[src/rtl/display_pkg.sv]
// Shared types and constants for the two-digit multiplexed display.
// Leading-zero blanking of the tens digit is enabled by LEADING_ZERO_BLANK_EN.
package display_pkg;

  typedef enum logic [1:0] {
    SHOW0  = 2'd0,
    BLANK0 = 2'd1,
    SHOW1  = 2'd2,
    BLANK1 = 2'd3
  } state_e;

  localparam int DEF_REFRESH_DIV = 50000;
  localparam int DEF_GUARD       = 500;

  localparam logic [6:0] SEG_0    = 7'b0111111;
  localparam logic [6:0] SEG_1    = 7'b0000110;
  localparam logic [6:0] SEG_2    = 7'b1011011;
  localparam logic [6:0] SEG_3    = 7'b1001111;
  localparam logic [6:0] SEG_4    = 7'b1100110;
  localparam logic [6:0] SEG_5    = 7'b1101101;
  localparam logic [6:0] SEG_6    = 7'b1111101;
  localparam logic [6:0] SEG_7    = 7'b0000111;
  localparam logic [6:0] SEG_8    = 7'b1111111;
  localparam logic [6:0] SEG_9    = 7'b1101111;
  localparam logic [6:0] SEG_DASH = 7'b1000000;

  localparam logic [6:0] SEG_OFF  = 7'b0000000;
  localparam logic [1:0] AN_OFF   = 2'b11;
  localparam logic [1:0] AN_UNITS = 2'b10;
  localparam logic [1:0] AN_TENS  = 2'b01;

endpackage

[src/rtl/seg7_encode.sv]
// BCD to seven-segment decoder, active-high, seg[0]=a .. seg[6]=g.
// Non-decimal codes show a dash.
module seg7_encode
  import display_pkg::*;
(
  input  logic [3:0] bcd_i,
  output logic [6:0] seg_o
);

  always_comb begin
    seg_o = SEG_DASH;
    case (bcd_i)
      4'd0:    seg_o = SEG_0;
      4'd1:    seg_o = SEG_1;
      4'd2:    seg_o = SEG_2;
      4'd3:    seg_o = SEG_3;
      4'd4:    seg_o = SEG_4;
      4'd5:    seg_o = SEG_5;
      4'd6:    seg_o = SEG_6;
      4'd7:    seg_o = SEG_7;
      4'd8:    seg_o = SEG_8;
      4'd9:    seg_o = SEG_9;
      default: seg_o = SEG_DASH;
    endcase
  end

endmodule

[src/rtl/display_mux_2dig.sv]
// Two-digit time-multiplexed 7-seg driver with guard blanking and tear-free
// frame update. Define LEADING_ZERO_BLANK_EN to blank a zero tens digit.
module display_mux_2dig
  import display_pkg::*;
#(
  parameter int REFRESH_DIV = DEF_REFRESH_DIV,
  parameter int GUARD       = DEF_GUARD
) (
  input  logic       clk,
  input  logic       reset,
  input  logic       load,
  input  logic [3:0] digit0,
  input  logic [3:0] digit1,
  output logic [6:0] seg,
  output logic [1:0] an
);

  localparam int CW = $clog2(REFRESH_DIV);

  state_e        state_q, state_d;
  logic [CW-1:0] cnt_q, cnt_d;
  logic [3:0]    stg0_q, stg0_d;
  logic [3:0]    stg1_q, stg1_d;
  logic [3:0]    sh0_q, sh0_d;
  logic [3:0]    sh1_q, sh1_d;
  logic [6:0]    seg_q, seg_d;
  logic [1:0]    an_q, an_d;
  logic          last;
  logic          frame_start;
  logic [3:0]    enc_in;
  logic [6:0]    enc_out;

  seg7_encode u_enc (
    .bcd_i (enc_in),
    .seg_o (enc_out)
  );

  always_comb begin
    state_d = state_q;
    last    = 1'b0;
    unique case (state_q)
      SHOW0: begin
        last = (cnt_q == CW'(REFRESH_DIV - 1));
        if (last) state_d = BLANK0;
      end
      BLANK0: begin
        last = (cnt_q == CW'(GUARD - 1));
        if (last) state_d = SHOW1;
      end
      SHOW1: begin
        last = (cnt_q == CW'(REFRESH_DIV - 1));
        if (last) state_d = BLANK1;
      end
      BLANK1: begin
        last = (cnt_q == CW'(GUARD - 1));
        if (last) state_d = SHOW0;
      end
    endcase
    cnt_d = last ? '0 : cnt_q + CW'(1);
  end

  // A load in the frame-start cycle goes straight to the shadows.
  always_comb begin
    frame_start = (state_q == BLANK1) && last;
    stg0_d = load ? digit0 : stg0_q;
    stg1_d = load ? digit1 : stg1_q;
    sh0_d  = sh0_q;
    sh1_d  = sh1_q;
    if (frame_start) begin
      sh0_d = stg0_d;
      sh1_d = stg1_d;
    end
  end

  assign enc_in = (state_d == SHOW1) ? sh1_d : sh0_d;

  always_comb begin
    seg_d = SEG_OFF;
    an_d  = AN_OFF;
    unique case (1'b1)
      (state_d == SHOW0): begin
        seg_d = enc_out;
        an_d  = AN_UNITS;
      end
      (state_d == SHOW1): begin
`ifdef LEADING_ZERO_BLANK_EN
        if (sh1_d != 4'd0) begin
          seg_d = enc_out;
          an_d  = AN_TENS;
        end
`else
        seg_d = enc_out;
        an_d  = AN_TENS;
`endif
      end
      default: begin
        seg_d = SEG_OFF;
        an_d  = AN_OFF;
      end
    endcase
  end

  always_ff @(posedge clk or negedge reset) begin
    if (!reset) begin
      state_q <= BLANK1;
      cnt_q   <= '0;
      stg0_q  <= '0;
      stg1_q  <= '0;
      sh0_q   <= '0;
      sh1_q   <= '0;
      seg_q   <= SEG_OFF;
      an_q    <= AN_OFF;
    end else begin
      state_q <= state_d;
      cnt_q   <= cnt_d;
      stg0_q  <= stg0_d;
      stg1_q  <= stg1_d;
      sh0_q   <= sh0_d;
      sh1_q   <= sh1_d;
      seg_q   <= seg_d;
      an_q    <= an_d;
    end
  end

  assign seg = seg_q;
  assign an  = an_q;

endmodule

[config.mk]
export PLATFORM = sky130hd
export DESIGN_NAME = display_mux_2dig
export DESIGN_NICKNAME = d
export VERILOG_FILES = /design/src/rtl/display_pkg.sv /design/src/rtl/seg7_encode.sv /design/src/rtl/display_mux_2dig.sv
export SDC_FILE = /design/constraint.sdc
export NUM_CORES = 1
export LEC_CHECK = 0
export CAP_MARGIN = 20
export CORE_MARGIN = 2
export CORE_UTILIZATION = 41
export CTS_CLUSTER_DIAMETER = 80
export DETAILED_ROUTE_END_ITERATION = 6
export PLACE_DENSITY = 0.64
export SLEW_MARGIN = 5
export SYNTH_ARGS = -nofsm -noshare
export SYNTH_HDL_FRONTEND = slang
export SYNTH_HIERARCHICAL = 1
export SYNTH_SLANG_ARGS = --single-unit
[constraint.sdc]
create_clock -name clk -period 4 [get_ports clk]
set_input_delay 0.6 -clock clk [delete_from_list [all_inputs] [get_ports clk]]
set_output_delay 0.6 -clock clk [all_outputs]
set_load 0.005 [all_outputs]
Word-level counts from Yosys, hierarchy flattened
Memories as Yosys holds them, arrays and structs flattened.
Index checks and enable logic that the tools add are counted.
{ "op_classes": {"add_sub_neg": 1, "n_reduce_logical": 6, "muxes": 14, "eq_ne": 6} }
{ "ops": {"columns": ["operator", "n"], "rows": [
  ["4-bit two-way mux", 5],
  ["16-bit by 1-bit adder with 16-bit output (second input constant)", 1],
  ["16-bit equality test (second input constant)", 1],
  ["16-bit by 9-bit equality test with 1-bit output (second input constant)", 1],
  ["16-bit two-way mux", 1],
  ["2-bit two-way mux", 4],
  ["2-bit case mux with 4 select lines", 1],
  ["7-bit two-way mux", 1],
  ["2-bit equality test (second input constant)", 3],
  ["2-bit OR reduction", 3],
  ["2-bit zero test", 2],
  ["2-bit case mux with 2 select lines", 1],
  ["2-bit by 1-bit equality test with 1-bit output (second input constant)", 1],
  ["1-bit case mux with 2 select lines", 1],
  ["1-bit logical AND", 1]
]} }
{ "totals": {"elab_cells": 36, "n_memories": 1, "romBits": 112, "ff_bits": 43} }
{ "mem_list": {"columns": ["memory", "words", "width", "read_ports", "rd_clocked_by_memory_dff", "wr", "line_no", "rtl"], "rows": [
  ["(no name shown)", 16, 7, 1, 0, 0, "seg7_encode.sv:12", "case (bcd_i)"]
]} }

Logic depth before layout (Yosys ltp)
An unclocked memory read counts as a cell.
{ "depth": {"depth_word": 8, "ltp_mapped": 11, "ltp_nobuf": 10} }

By module
The synthesis kept the hierarchy.
{ "by_module_without_submodules": {"columns": ["mod", "seq_area_each_um2", "cells_per_inst", "instances", "area_each_um2"], "rows": [
  ["display_mux_2dig", 1081.0, 181, 1, 2023.2],
  ["seg7_encode", 0.0, 29, 1, 225.2]
]} }

Worst setup path after synthesis
Ideal clock, no wire load.
{ "synth_path": {"kind": "register to register", "start": "reg state_q[0]", "end": "reg seg_q[3], in the netlist seg[3]", "path_slack_ns": 1.192, "stages_incl_launch_ff": 11, "synth_period_minus_slack_ns": 2.808, "n_path_buf": 1, "arrival_ns": 2.720, "setup_ns": 0.088, "required_ns": 3.912, "path_cell_list": "dfstp_2 > nor4bb_1 > and4_1 > buf_2 > o21ai_0 > a32oi_1 > inv_1 > ha_1 > mux2_4 > o22ai_1 > nor3b_1"} }
{ "synth_between": {"elab_chain_len": 8} }
{ "synth_rtl": {"columns": ["element", "line_no", "rtl"], "rows": [
  ["from (decl)", "display_mux_2dig.sv:20", "state_e state_q, state_d;"],
  ["from (signal assigned)", "display_mux_2dig.sv:114", "state_q <= state_d;"],
  ["2-bit equality test (tied with other cells)", "display_mux_2dig.sv:41, display_mux_2dig.sv:64", null],
  ["2-bit OR reduction (no line)", null, null],
  ["1-bit case mux with 2 select lines", "display_mux_2dig.sv:41", "unique case (state_q)"],
  ["1-bit logical AND", "display_mux_2dig.sv:64", "frame_start = (state_q == BLANK1) && last;"],
  ["4-bit two-way mux", "display_mux_2dig.sv:69", "if (frame_start) begin"],
  ["4-bit two-way mux *", "display_mux_2dig.sv:75", "assign enc_in = (state_d == SHOW1) ? sh1_d : sh0_d;"],
  ["net enc_in[1]", "display_mux_2dig.sv:30", "logic [3:0] enc_in;"],
  ["memory 16 x 7 bit *", null, null],
  ["net enc_out[3]", "display_mux_2dig.sv:31", "logic [6:0] enc_out;"],
  ["7-bit two-way mux *", "display_mux_2dig.sv:80", "unique case (1'b1)"],
  ["net seg_d[3]", "display_mux_2dig.sv:26", "logic [6:0] seg_q, seg_d;"],
  ["to (signal assigned)", "display_mux_2dig.sv:120", "seg_q <= seg_d;"],
  ["to (decl)", "display_mux_2dig.sv:26", null]
]} }
Mark *: on every way through the listed nets, which the timed path passes. The rest lies on a longest branch.

Worst setup path in the final report
{ "layout_path": {"start": "reg cnt_q[0]", "end": "reg seg_q[0], in the netlist seg[0]"} }
{ "layout_between": {"elab_chain_len": 7} }
{ "layout_rtl": {"columns": ["element", "line_no", "rtl"], "rows": [
  ["from (decl)", "display_mux_2dig.sv:21", "logic [CW-1:0] cnt_q, cnt_d;"],
  ["from (signal assigned)", "display_mux_2dig.sv:115", "cnt_q <= cnt_d;"],
  ["16-bit by 9-bit equality test with 1-bit output or 16-bit equality test (tied branches)", null, null],
  ["2-bit two-way mux (tied with other cells)", "display_mux_2dig.sv:56", "if (last) state_d = SHOW0;"],
  ["2-bit case mux with 4 select lines or 1-bit logical AND (tied branches)", "display_mux_2dig.sv:41, display_mux_2dig.sv:64", null],
  ["2-bit equality test or 4-bit two-way mux (tied branches)", "display_mux_2dig.sv:75, display_mux_2dig.sv:69", null],
  ["4-bit two-way mux *", "display_mux_2dig.sv:75", null],
  ["net enc_in[1]", "display_mux_2dig.sv:30", null],
  ["memory 16 x 7 bit *", null, null],
  ["net enc_out[0]", "display_mux_2dig.sv:31", null],
  ["7-bit two-way mux *", "display_mux_2dig.sv:80", null],
  ["net seg_d[0]", "display_mux_2dig.sv:26", null]
]} }
Marked as above.

==> run_results.csv <==
group,metric,value,unit
cells_and_area,layout-drive-gt1-share,9.82,%
cts,clock_sink_count,43,
timing,period_share,85.0,%
route,top_signal_layer_used,"met4",
global_route,antenna_violations_before_repair,0,
timing,timing.hold.ws,431,ps
cts,insertion_delay_of_the_later_clocked_pin_in_the_worst_skew_pair,300,ps
yosys,synth.yosys.seq_area_share,48.1,%
yosys,synth_largest_area_cell,"dfrtp_1",
yosys,synth_top_flop_cell,"dfrtp_1",
timing,max_freq,294,MHz
route,drt_first_pass_iters,4,
cells_and_area,antenna_cells,0,
route,wl_met2,1830,µm
yosys,gate_count_post_synth,210,
cts,ctsLongestPathBuffers,2,
power,power.static_leakage,1.11,nW
critical_path,timing.critical_path.fanout_max,12,
min_path,min_path_type,"in2async",
yosys,synth_top_area_share,43.4,%
power,vdd.ir_drop.worst,0.143,mV
global_route,first_global_vias,1415,
route,detailroute.wirelength.met3,159,µm
route,route.detailed.wl_per_inst,14.5,µm
global_route,grt_pass1_wl,6990,µm
timing,slew_of_the_pin_with_the_lowest_slew_margin,937,ps
yosys,synthArstFlopShare,100,%
route,finalWirelength,4260,µm
timing,final-max-slew-violation-count,0,
placed_design,dp.final_hpwl,2810,µm
route,drc,0,
yosys,post_synth_main_area_contributors,"dfrtp_1 (43%), dfstp_2 (4.7%), ha_1 (3.9%)",
placed_design,place_congestion,0.773,
cells_and_area,synthToLayoutAreaGrowth,12.7,%
placed_design,io_buffers,19,
timing,normalized_max_slew_margin,37.6,%
power,total_power_per_unit_cell_area,297,nW/µm²
yosys,postSynthNetCount,228,
floorplan,die_area,6090,µm²
timing,finalSetupTns,0,ps
yosys,syn_area,2250,µm²
floorplan,io-pin-count,20,
yosys,yosysWarningCount,6,
cells_and_area,final_cell_mix,"dfrtp_1 (39), clkdlybuf4s50_1 (18), nor2_1 (15), a21oi_1 (10)",
global_route,grt_use_total,14.5,%
cts,cts-resized-gates,0,
cts,numCtsBuffers,5,
route,wirelength_met1,2250,µm
yosys,ys_types,45,
cts,cts_hold_buffers,0,
outcome,run_status,"finished, final reports clean",
cts,cts_tree,"built",
route,first_iter_violations,132,
critical_path,worstSetupPathType,"reg2reg",
timing,grt_setup_unrepaired,"no",
floorplan,die_h,78.1,µm
timing,setup_slack,599,ps
cts,post_cts.repair.setup_buffers,0,
cells_and_area,seq_area,1080,µm²
critical_path,endpoint_kind,"flop",
floorplan,fp.dieW,78.1,µm
floorplan,fp.coreArea,5200,µm²
placed_design,pre_cts_setup_slack,684,ps
route,detailroute.via_count,1587,
yosys,post_synth.cell_area_avg,10.7,µm²
job,cap_viol_max_count,0,
timing,setup_viol_count_final,0,
global_route,pin_count_of_the_biggest_net_entering_global_routing,44,
global_route,globalRoute.totalOverflow,0,
cells_and_area,final_common_cell,"dfrtp_1",
cts,cts.reportedPaths.clkPinSlew,90,ps
timing,period_minus_slack,3400,ps
cells_and_area,filler_cell_count,494,
yosys,synth-edff-count,0,
cells_and_area,fin_nets,241,
yosys,ys_seq_elements,43,
floorplan,initial_core_util,43.2,%
route,detail-route-antenna-nets,0,
cells_and_area,multi_input_area,1060,µm²
cts,clock_tree.htree_level_count,2,
timing,hold_violations,0,
critical_path,worst_ep_arrival_time,3610,ps
timing,finalClockSkew,6.63,ps
floorplan,core.rowCount,26,
critical_path,critical_path.startpoint_type,"flop",
cts,clock-root-buffer,"clkbuf_8",
route,vias_per_cell,5.40,
critical_path,cp.required,4210,ps
## synth_stat cells (3+ instances only)
| master | n |
|---|---|
| clkbuf_1 | 6 |
| and4_1 | 4 |
| o22ai_1 | 3 |
| nor3b_1 | 7 |
| mux2_2 | 6 |
| nor2_1 | 15 |
| dfstp_2 | 4 |
| nand2_1 | 7 |
| dfrtp_1 | 39 |
| buf_2 | 3 |
| mux2i_1 | 4 |
| nand4_1 | 7 |
| nand3_1 | 4 |
| a32oi_1 | 4 |
| xnor2_1 | 4 |
| xor2_1 | 9 |
| ha_1 | 7 |
| and2_1 | 5 |
| nor2b_1 | 6 |
| a22oi_1 | 5 |
| a21oi_1 | 10 |
| nor4bb_1 | 3 |
| o21ai_0 | 8 |
| o211ai_1 | 4 |
| inv_1 | 9 |
## layout make-up
| cell class | instances | area share (%) |
|---|---|---|
| Sequential cell | 43 | 42.6 |
| Multi-Input combinational cell | 145 | 41.8 |
| Timing Repair Buffer | 19 | 7.31 |
| Tap cell | 70 | 3.46 |
| Clock buffer | 5 | 2.71 |
| Inverter | 9 | 1.33 |
| Clock inverter | 3 | 0.790 |
## routing by layer
layer / up-vias / global-route usage [%]
li1: 776 / -
met1: 770 / 22.7
met2: 37 / 19.3
met3: 4 / 3.56
met4: 0 / 4.91
met5: - / 0
## report_power, final
group / internal [W] / leakage, nW / switching, W
Combinational: 0.0000145 / 0.540 / 0.0000171
Sequential: 0.000442 / 0.528 / 0.00000177
Clock: 0.000122 / 0.0402 / 0.000154
Total: 0.000578 / 1.11 / 0.000173
## critical path, cell delays in order (launching register included)
cell     delay (ps)
dfrtp_1         400
ha_1            260
nor4b_1         340
and4_1          570
a22oi_1         170
a32oi_1         570
inv_1           180
ha_1            240
mux2_4          280
o22ai_1         110
nor3b_1         200
## path summary, 6_finish.rpt
path                       startpoint   endpoint  slack (ps)  cells after the start
max                          cnt_q[0]     seg[0]         600                     10
min                             reset   cnt_q[9]         430                      1
min reg2reg                 stg1_q[0]  stg1_q[0]         500                      1
min in group clk            stg1_q[0]  stg1_q[0]         500                      1
max in group asynchronous       reset   cnt_q[0]        2970                      1
max reg2reg                  cnt_q[0]     seg[0]         600                     10
## logic make-up after synthesis
family	synth area share [%]
fa+ha+maj	3.90
flops	48.1
simple gates	20.4
xor+xnor	5.06
buf+inv	4.84
mux	6.45
compound gates	11.3
## state kept, by name, indices dropped and copies added (netlist names)
name,flops
an,2
cnt_q,16
seg,7
sh0_q,4
sh1_q,4
state_q,2
stg0_q,4
stg1_q,4
## stage by stage
stage | cells | power (W) | cell area [µm²] | util (%)
final | 294 | 0.000752 | 2530 | 48.7
after global routing | 294 | 0.000788 | 2530 | 48.7
after CTS | 294 | 0.000760 | 2530 | 48.7
after detailed placement | 286 | 0.000485 | 2450 | 47.0
after global placement | 286 | 0.000485 | 2450 | 47.0
after floorplan | 210 | 0.000465 | 2250 | -
Note: power is estimated with default switching activity, not from simulation.
